File: config.mk
export PLATFORM = sky130hd
export DESIGN_NAME = interval_timer_ctrl_flat
export DESIGN_NICKNAME = d
export VERILOG_FILES = /design/src/rtl/timer_pkg.sv /design/src/rtl/interval_timer_ctrl_if.sv /design/src/rtl/tick_prescaler.sv /design/src/rtl/interval_timer_ctrl.sv /design/src/flat_wrapper.sv
export SDC_FILE = /design/constraint.sdc
export NUM_CORES = 1
export LEC_CHECK = 0
export CAP_MARGIN = 30
export CORE_MARGIN = 2
export CORE_UTILIZATION = 52
export CTS_CLUSTER_SIZE = 28
export DETAILED_ROUTE_END_ITERATION = 8
export PLACE_DENSITY = 0.79
export SYNTH_ARGS = -nofsm -noshare
export SYNTH_HDL_FRONTEND = slang
export SYNTH_SLANG_ARGS = --single-unit
File: constraint.sdc
create_clock -name clk -period 2.5 [get_ports clk]
set_input_delay 0.25 -clock clk [delete_from_list [all_inputs] [get_ports clk]]
set_output_delay 0.25 -clock clk [all_outputs]
set_load 0.05 [all_outputs]
File: src/rtl/timer_pkg.sv
// rtl/timer_pkg.sv - shared state type and default widths for the interval timer
package timer_pkg;

    localparam int CNT_W_DEFAULT = 4;
    localparam int DIV_W_DEFAULT = 8;

    typedef enum logic {
        IDLE = 1'b0,
        RUN  = 1'b1
    } state_e;

endpackage

File: src/rtl/interval_timer_ctrl_if.sv
// rtl/interval_timer_ctrl_if.sv - request/status bundle; req_periodic exists only with INTERVAL_TIMER_RELOAD_EN
interface interval_timer_ctrl_if #(
    parameter int CNT_W = timer_pkg::CNT_W_DEFAULT,
    parameter int DIV_W = timer_pkg::DIV_W_DEFAULT
);

    logic             req_valid;
    logic             req_ready;
    logic [CNT_W-1:0] req_count;
    logic [DIV_W-1:0] req_div;
    logic             abort;
    logic             busy;
    logic [CNT_W-1:0] remaining;
    logic             done;
    logic             aborted;

`ifdef INTERVAL_TIMER_RELOAD_EN
    logic             req_periodic;

    modport master (
        output req_valid, req_count, req_div, req_periodic, abort,
        input  req_ready, busy, remaining, done, aborted
    );

    modport slave (
        input  req_valid, req_count, req_div, req_periodic, abort,
        output req_ready, busy, remaining, done, aborted
    );
`else
    modport master (
        output req_valid, req_count, req_div, abort,
        input  req_ready, busy, remaining, done, aborted
    );

    modport slave (
        input  req_valid, req_count, req_div, abort,
        output req_ready, busy, remaining, done, aborted
    );
`endif

endinterface

File: src/rtl/tick_prescaler.sv
// rtl/tick_prescaler.sv - down-counting prescaler, one tick every divisor+1 enabled clocks
module tick_prescaler #(
    parameter int DIV_W = timer_pkg::DIV_W_DEFAULT
) (
    input  logic             clk,
    input  logic             rst,
    input  logic             load,
    input  logic             enable,
    input  logic [DIV_W-1:0] divisor,
    output logic             tick
);

    logic [DIV_W-1:0] cnt_q;

    assign tick = enable && (cnt_q == '0);

    // The same divisor input serves the initial load and every reload after a tick.
    always_ff @(posedge clk) begin
        if (rst) begin
            cnt_q <= '0;
        end else if (load || tick) begin
            cnt_q <= divisor;
        end else if (enable) begin
            cnt_q <= cnt_q - DIV_W'(1);
        end
    end

endmodule

File: src/rtl/interval_timer_ctrl.sv
// rtl/interval_timer_ctrl.sv - one-shot interval timer; INTERVAL_TIMER_RELOAD_EN adds periodic reload
module interval_timer_ctrl
    import timer_pkg::*;
#(
    parameter int CNT_W = CNT_W_DEFAULT,
    parameter int DIV_W = DIV_W_DEFAULT
) (
    input  logic                  clk,
    input  logic                  rst,
    interval_timer_ctrl_if.slave  bus
);

    state_e           state_q, state_d;
    logic [CNT_W-1:0] remaining_q, remaining_d;
    logic [CNT_W-1:0] count_q, count_d;
    logic [DIV_W-1:0] div_q, div_d;
    logic             done_q, done_d;
    logic             aborted_q, aborted_d;
`ifdef INTERVAL_TIMER_RELOAD_EN
    logic             periodic_q, periodic_d;
`endif

    logic             accept;
    logic             tick;
    logic             presc_load;
    logic [DIV_W-1:0] presc_div;

    assign accept     = (state_q == IDLE) && bus.req_valid;
    assign presc_load = accept && (bus.req_count != '0);
    assign presc_div  = accept ? bus.req_div : div_q;

    tick_prescaler #(
        .DIV_W (DIV_W)
    ) u_prescaler (
        .clk     (clk),
        .rst     (rst),
        .load    (presc_load),
        .enable  (state_q == RUN),
        .divisor (presc_div),
        .tick    (tick)
    );

    always_comb begin
        state_d     = state_q;
        remaining_d = remaining_q;
        count_d     = count_q;
        div_d       = div_q;
        done_d      = 1'b0;
        aborted_d   = 1'b0;
`ifdef INTERVAL_TIMER_RELOAD_EN
        periodic_d  = periodic_q;
`endif
        case (state_q)
            IDLE: begin
                if (bus.req_valid) begin
                    count_d = bus.req_count;
                    div_d   = bus.req_div;
`ifdef INTERVAL_TIMER_RELOAD_EN
                    periodic_d = bus.req_periodic;
`endif
                    if (bus.req_count == '0) begin
                        done_d = 1'b1;
                    end else begin
                        state_d     = RUN;
                        remaining_d = bus.req_count;
                    end
                end
            end
            RUN: begin
                // Abort wins over a final tick landing on the same edge.
                if (bus.abort) begin
                    state_d     = IDLE;
                    remaining_d = '0;
                    aborted_d   = 1'b1;
                end else if (tick) begin
                    if (remaining_q <= CNT_W'(1)) begin
                        done_d = 1'b1;
`ifdef INTERVAL_TIMER_RELOAD_EN
                        if (periodic_q) begin
                            remaining_d = count_q;
                        end else begin
                            state_d     = IDLE;
                            remaining_d = '0;
                        end
`else
                        state_d     = IDLE;
                        remaining_d = '0;
`endif
                    end else begin
                        remaining_d = remaining_q - CNT_W'(1);
                    end
                end
            end
            default: begin
                state_d     = IDLE;
                remaining_d = '0;
            end
        endcase
    end

    always_ff @(posedge clk) begin
        if (rst) begin
            state_q     <= IDLE;
            remaining_q <= '0;
            count_q     <= '0;
            div_q       <= '0;
            done_q      <= 1'b0;
            aborted_q   <= 1'b0;
        end else begin
            state_q     <= state_d;
            remaining_q <= remaining_d;
            count_q     <= count_d;
            div_q       <= div_d;
            done_q      <= done_d;
            aborted_q   <= aborted_d;
        end
    end

`ifdef INTERVAL_TIMER_RELOAD_EN
    always_ff @(posedge clk) begin
        if (rst) begin
            periodic_q <= 1'b0;
        end else begin
            periodic_q <= periodic_d;
        end
    end
`endif

    assign bus.req_ready = (state_q == IDLE);
    assign bus.busy      = (state_q == RUN);
    assign bus.remaining = remaining_q;
    assign bus.done      = done_q;
    assign bus.aborted   = aborted_q;

endmodule
File: src/flat_wrapper.sv
// flat-port wrapper written by rule: the top's interface ports become plain ports
module interval_timer_ctrl_flat import timer_pkg::*;
#(
    parameter int CNT_W = CNT_W_DEFAULT,
    parameter int DIV_W = DIV_W_DEFAULT
)
  (clk, rst, bus_req_valid, bus_req_count, bus_req_div, bus_abort, bus_req_ready, bus_busy, bus_remaining, bus_done, bus_aborted);
  interval_timer_ctrl_if #(.CNT_W(CNT_W), .DIV_W(DIV_W)) bus_i ();
  input  logic clk;
  input  logic rst;
  input wire logic [$bits(bus_i.req_valid)-1:0] bus_req_valid;
  input wire logic [$bits(bus_i.req_count)-1:0] bus_req_count;
  input wire logic [$bits(bus_i.req_div)-1:0] bus_req_div;
  input wire logic [$bits(bus_i.abort)-1:0] bus_abort;
  output wire logic [$bits(bus_i.req_ready)-1:0] bus_req_ready;
  output wire logic [$bits(bus_i.busy)-1:0] bus_busy;
  output wire logic [$bits(bus_i.remaining)-1:0] bus_remaining;
  output wire logic [$bits(bus_i.done)-1:0] bus_done;
  output wire logic [$bits(bus_i.aborted)-1:0] bus_aborted;
  assign bus_i.req_valid = bus_req_valid;
  assign bus_i.req_count = bus_req_count;
  assign bus_i.req_div = bus_req_div;
  assign bus_i.abort = bus_abort;
  assign bus_req_ready = bus_i.req_ready;
  assign bus_busy = bus_i.busy;
  assign bus_remaining = bus_i.remaining;
  assign bus_done = bus_i.done;
  assign bus_aborted = bus_i.aborted;
  interval_timer_ctrl #(.CNT_W(CNT_W), .DIV_W(DIV_W)) u_core (.clk(clk), .rst(rst), .bus(bus_i));
endmodule
## After elaboration in Yosys (flattened, before gate mapping)

Cells that the tools add are included.

| operators by class | value |
|---|---|
| equal/unequal tests | 3 |
| mux-type cells | 22 |
| bitwise operators | 1 |
| add/subtract/negate cells | 2 |
| magnitude comparators | 1 |
| reduce and logical (&&, ||, !) cells | 11 |

Operators with widths:

| operator | number |
|---|---|
| two-way mux 8 bit | 3 |
| two-way mux 4 bit | 5 |
| two-way mux 1 bit | 11 |
| zero test 8 bit | 1 |
| one-hot mux 4 bit (2 select lines) | 1 |
| subtractor 8 x 1 -> 8 bit (second input constant) | 1 |
| less-or-equal comparator 4 x 1 -> 1 bit (second input constant) | 1 |
| zero test 4 bit | 1 |
| != test 2 bit (second input constant) | 2 |
| one-hot mux 1 bit (2 select lines) | 2 |
| nonzero test 4 bit | 1 |
| subtractor 4 x 1 -> 4 bit (second input constant) | 1 |
| logical AND 1 bit | 3 |
| != test 3 bit (second input constant) | 1 |
| AND reduction 3 bit | 1 |
| AND reduction 2 bit | 1 |
| nonzero test 2 bit | 1 |
| OR reduction 2 bit | 1 |
| logical OR 1 bit | 1 |
| inverter 1 bit | 1 |

| word-level totals | value |
|---|---|
| word-level logic and storage cells | 46 |
| flip-flop bits (word level) | 23 |
| output and inout port bits | 8 |
| input port bits | 16 |

## Depth between registers and ports, before layout

| logic depth | value |
|---|---|
| depth after elaboration | 5 |
| gate-level depth with buffers | 7 |
| mapped depth without buffers | 7 |

## Modules after synthesis

Synthesis repeated with hierarchy kept, for this count alone.

| second synthesis, totals | value |
|---|---|
| cell total of the unflattened synthesis | 132 |
| area total of the unflattened synthesis | 1302.5 µm² |

By module, submodules not included:

| module | cells an instance | area an instance (µm²) | times used | seq. area each (µm²) |
|---|---|---|---|---|
| interval_timer_ctrl | 75 | 760.7 | 1 | 300.3 |
| tick_prescaler | 57 | 541.8 | 1 | 160.2 |

## Worst setup path after synthesis

No wires, ideal clock.

| timing path | value |
|---|---|
| path kind | register to register |
| start point | register u_core.state_q (netlist: u_core.bus.busy) |
| end point | register u_core.u_prescaler.cnt_q[3] |
| data required time | 2.372 ns |
| period minus slack after synthesis | 1.963 ns |
| arrival time | 1.835 ns |
| library setup time | 0.128 ns |
| stages on the path, launching flop included | 8 |
| path buffers | 2 |
| slack | 0.537 ns |
| path through | dfxtp_1 -> buf_2 -> nor2b_1 -> buf_4 -> mux2i_1 -> mux2i_1 -> a22oi_1 -> nor2_1 |

| between the ends | value |
|---|---|
| cells in the longest elaborated chain, start to end | 5 |
| elaborated cells between the ends (all ways) | 8 |
| classes of those cells | mux: 2; bitwise: 1; reduce/logical: 5 |

Ends and longest elaborated chain:

| element | line | source |
|---|---|---|
| start: declaration | interval_timer_ctrl.sv:13 | `state_e state_q, state_d;` |
| start signal: assignment | interval_timer_ctrl.sv:110 | `state_q <= state_d;` |
| inverter 1 bit (no source line) | n/a |  |
| logical AND 1 bit | interval_timer_ctrl.sv:28 | `assign accept = (state_q == IDLE) && bus.req_valid;` |
| logical AND 1 bit | interval_timer_ctrl.sv:29 | `assign presc_load = accept && (bus.req_count != '0);` |
| logical OR 1 bit | tick_prescaler.sv:21 | `end else if (load \|\| tick) begin` |
| two-way mux 8 bit / nonzero test 2 bit (equally long branches) | n/a |  |
| end signal: assignment | tick_prescaler.sv:22 | `cnt_q <= divisor;` |
| end signal: assignment | tick_prescaler.sv:24 | `cnt_q <= cnt_q - DIV_W'(1);` |
| end: declaration | tick_prescaler.sv:13 | `logic [DIV_W-1:0] cnt_q;` |

Parallel ways exist; a longest one is shown, timed or not.
A chain may end at the register's enable or synchronous reset.

## Worst setup path after layout

| timing path | value |
|---|---|
| start point | register u_core.state_q (netlist: u_core.bus.busy) |
| end point | output bus_req_ready |

| between the ends | value |
|---|---|
| cells in the longest elaborated chain, start to end | 1 |

Ends and longest elaborated chain:

| element | line | source |
|---|---|---|
| inverter 1 bit (no source line) | n/a |  |
| end: declaration | flat_wrapper.sv:15 | `output wire logic [$bits(bus_i.req_ready)-1:0] bus_req_ready;` |

No other way between the ends.

==> flow_summary.yaml <==
status:
  status: "finished, final reports clean"
critical_path:
  cp.arrival_ns: 1.81
  cp.required_ns: 2.25
  path_class: "register to output port"
  crit_path_end_kind: "output port"
  setup.worst_path.start: "u_core.bus.busy"
  r2r-start: "u_core.u_prescaler.cnt_q[0]"
  r2r-end: "u_core.u_prescaler.cnt_q[6]"
  worstPathMaxFanout: 10
  cp-endpoint: "bus_req_ready"
  startpoint_type: "register"
  r2r_slack_ns: 0.63
  r2r_cells: 6
yosys:
  synth_warnings: 0
  syn_area_mm2: 0.00128
  ys_seq_area_share_pct: 35.9
  synth_cell_types: 44
  syn_inst: 149
  syn_nets: 169
  ys_ff_latch: 23
  avgSynthCellArea_um2: 8.62
global_route:
  grt_pass1_wl_um: 4970
  antenna_found_initial: 0
  overflow: 0
  grt_pass1_vias: 1122
  track_usage_pct: 23.7
  grt_max_degree: 14
placement:
  routabilityCongestion: 0.924
  port_buffers: 23
  place_hpwl_um: 2290
  place_area_mm2: 0.00155
clock_network:
  cts_made_buffers: 3
  ctsResizeCount: 0
  cts.sinks: 23
  clk_latency_ns: 0.31
  postCtsSetupRepairBufs: 0
  clk_pin_slew_worst_paths_ns: 0.13
  cts_buffer_depth: 2
  cts_max_level: 1
  hold_buffers: 0
  root_buffer: "clkbuf_4"
  tritoncts: "built"
sta:
  period_share_pct: 82.3
  setup_tns_ns: 0
  min_period_ns: 2.06
  rsz0062_at_grt: "false"
  slew_viol_final: 0
  relSlewSlack_pct: 66.9
  hold_viol_final: 0
  clock-skew-final_ns: 0.00669
  fmax_mhz: 486
  setup_viol: 0
  tightest_slew_ns: 0.495
drt:
  route.detailed.drc: 0
  ant_nets: 0
  drt_iter0_markers: 25
  routedWlPerCell_um: 14.4
  viasPerCell: 5.70
  vias: 1162
  wl_um: 2930
  drtPass1Iterations: 4
floorplanning:
  std_cell_rows: 18
  start_util_pct: 53.3
  coreArea_mm2: 0.00241
  io_pins: 24
  dieHeight_um: 53.7
  die-area_mm2: 0.00288
  die_w_um: 53.7
layout:
  multi_input_area_um2: 769
  n_antenna_cell: 0
  fillers: 208
  ff_latch_area_um2: 460
  nNetsFinal: 195
  areaGrowthSynthToFinish_pct: 22.6
  fin_area_mm2: 0.00157
  drive_gt1_share_pct: 10.9
job:
  drv_cap: 0
pwr:
  power.density_mw_per_mm2: 637
  ir_worst_vdd_v: 0.000441
  leakage_nw: 0.618
hold_path:
  holdPathStages: 2
  hold_path.class: "register to register"
-- logic make-up (layout without fill, tap and decap cells) --
kind of cell	Yosys count	in the layout	synth area share, %
XOR/XNOR	1	1	0.682
AND/OR/NAND/NOR	57	57	23.4
multiplexers	10	10	7.80
adder cells (fa/ha/maj)	4	4	3.90
flip-flops	23	23	35.9
buffers and inverters	11	36	4.19
AO/OA/AOI/OAI	43	43	24.2
-- worst min path at each step --
stage	slack, ns	from	end
after global placement	0.48	u_core.u_prescaler.cnt_q[1]	u_core.u_prescaler.cnt_q[1]
after global routing	0.54	u_core.u_prescaler.cnt_q[1]	u_core.u_prescaler.cnt_q[1]
after CTS	0.50	u_core.u_prescaler.cnt_q[1]	u_core.u_prescaler.cnt_q[1]
after detailed placement	0.49	u_core.u_prescaler.cnt_q[1]	u_core.u_prescaler.cnt_q[1]
final	0.50	u_core.u_prescaler.cnt_q[1]	u_core.u_prescaler.cnt_q[1]
after floorplan	0.37	bus_abort	u_core.bus.aborted
-- Yosys cell counts --
| master | number | area (um2) |
|---|---|---|
| nor2b_1 | 2 | 12.5 |
| buf_4 | 1 | 7.51 |
| o21a_1 | 1 | 7.51 |
| a21oi_1 | 15 | 75.1 |
| nand2b_1 | 3 | 18.8 |
| buf_2 | 1 | 5.00 |
| a21o_2 | 1 | 8.76 |
| ha_1 | 4 | 50.1 |
| o31ai_1 | 1 | 7.51 |
| mux2i_1 | 10 | 100 |
| o41ai_1 | 1 | 8.76 |
| a211oi_1 | 3 | 22.5 |
| nor4_2 | 1 | 12.5 |
| a22oi_1 | 1 | 7.51 |
| or4_1 | 1 | 7.51 |
| and2_1 | 1 | 6.26 |
| nor4_4 | 1 | 21.3 |
| inv_1 | 5 | 18.8 |
| clkbuf_1 | 3 | 11.3 |
| a2bb2oi_1 | 1 | 8.76 |
| a21bo_2 | 1 | 10.0 |
| nand2_1 | 12 | 45.0 |
| o2bb2ai_1 | 1 | 8.76 |
| or3_1 | 1 | 6.26 |
| a22o_4 | 1 | 17.5 |
| a21oi_2 | 1 | 8.76 |
| a21oi_4 | 1 | 16.3 |
| or4_4 | 1 | 11.3 |
| a41oi_1 | 1 | 8.76 |
| a22oi_4 | 1 | 21.3 |
| xnor2_1 | 1 | 8.76 |
| nand4b_1 | 1 | 8.76 |
| o21ai_1 | 2 | 10.0 |
| o21ai_0 | 6 | 30.0 |
| nand3_1 | 1 | 5.00 |
| and4bb_2 | 1 | 12.5 |
| nor4_1 | 1 | 6.26 |
| buf_6 | 1 | 11.3 |
| nor2_1 | 25 | 93.8 |
| o32ai_1 | 3 | 26.3 |
| nor3b_2 | 1 | 12.5 |
| dfxtp_1 | 23 | 460 |
| nor3_1 | 4 | 20.0 |
| o22ai_1 | 1 | 6.26 |
-- final cells by class --
class | count | share of cell area (%)
clock buffer | 3 | 1.43
clock inverter | 1 | 0.318
inverter | 5 | 1.19
multi-input combinational | 115 | 48.9
sequential | 23 | 29.3
tap | 30 | 2.38
timing repair buffer | 27 | 16.5
-- state kept, by name, indices dropped and copies added (netlist names) --
register                  cells
u_core.bus.aborted            1
u_core.div_q                  8
u_core.bus.busy               1
u_core.bus.remaining          4
u_core.bus.done               1
u_core.u_prescaler.cnt_q      8
-- placed cells by master (no fill, tap or decap), types with 2 or more instances in the layout --
master           Yosys  routed
a211oi_1             3       3
a21oi_1             15      15
buf_4                1       4
clkbuf_4             0       3
clkdlybuf4s50_1      0      23
dfxtp_1             23      23
ha_1                 4       4
inv_1                5       5
mux2i_1             10      10
nand2_1             12      12
nand2b_1             3       3
nor2_1              25      25
nor2b_1              2       2
nor3_1               4       4
o21ai_0              6       6
o21ai_1              2       2
o32ai_1              3       3
-- stage by stage --
| step | util (%) | cells | setup slack [ns] | hold WS, ns | power (W) |
|---|---|---|---|---|---|
| after floorplan | - | 149 | 0.537 | 0.372 | 0.000726 |
| after global placement | 64.2 | 200 | 0.381 | 0.480 | 0.000821 |
| after detailed placement | 64.2 | 200 | 0.280 | 0.485 | 0.000835 |
| after CTS | 65.3 | 204 | 0.448 | 0.503 | 0.00100 |
| after global routing | 65.3 | 204 | 0.338 | 0.536 | 0.00107 |
| final | 65.3 | 204 | 0.441 | 0.504 | 0.00100 |
-- where the power goes --
| part | total (W) | switching (W) | leakage, nW | internal (W) |
|---|---|---|---|---|
| Clock | 0.000173 | 0.000113 | 0.0177 | 0.0000599 |
| Combinational | 0.000377 | 0.000210 | 0.411 | 0.000167 |
| Sequential | 0.000453 | 0.0000481 | 0.189 | 0.000405 |
| Total | 0.00100 | 0.000371 | 0.618 | 0.000632 |
-- critical path: stages, from the launching register on --
cell and delay, ns:
dfxtp_1 0.57, inv_1 0.18, clkdlybuf4s50_1 0.74
-- routing by layer --
layer	GRT usage [%]	vias up	share of wire, %
met5	0	-	0
met2	41.5	43	51
met1	29.0	527	41
li1	-	588	-
met4	9.83	0	1.2
met3	3.06	4	6.6
Note: power is estimated with default switching activity, not from simulation.
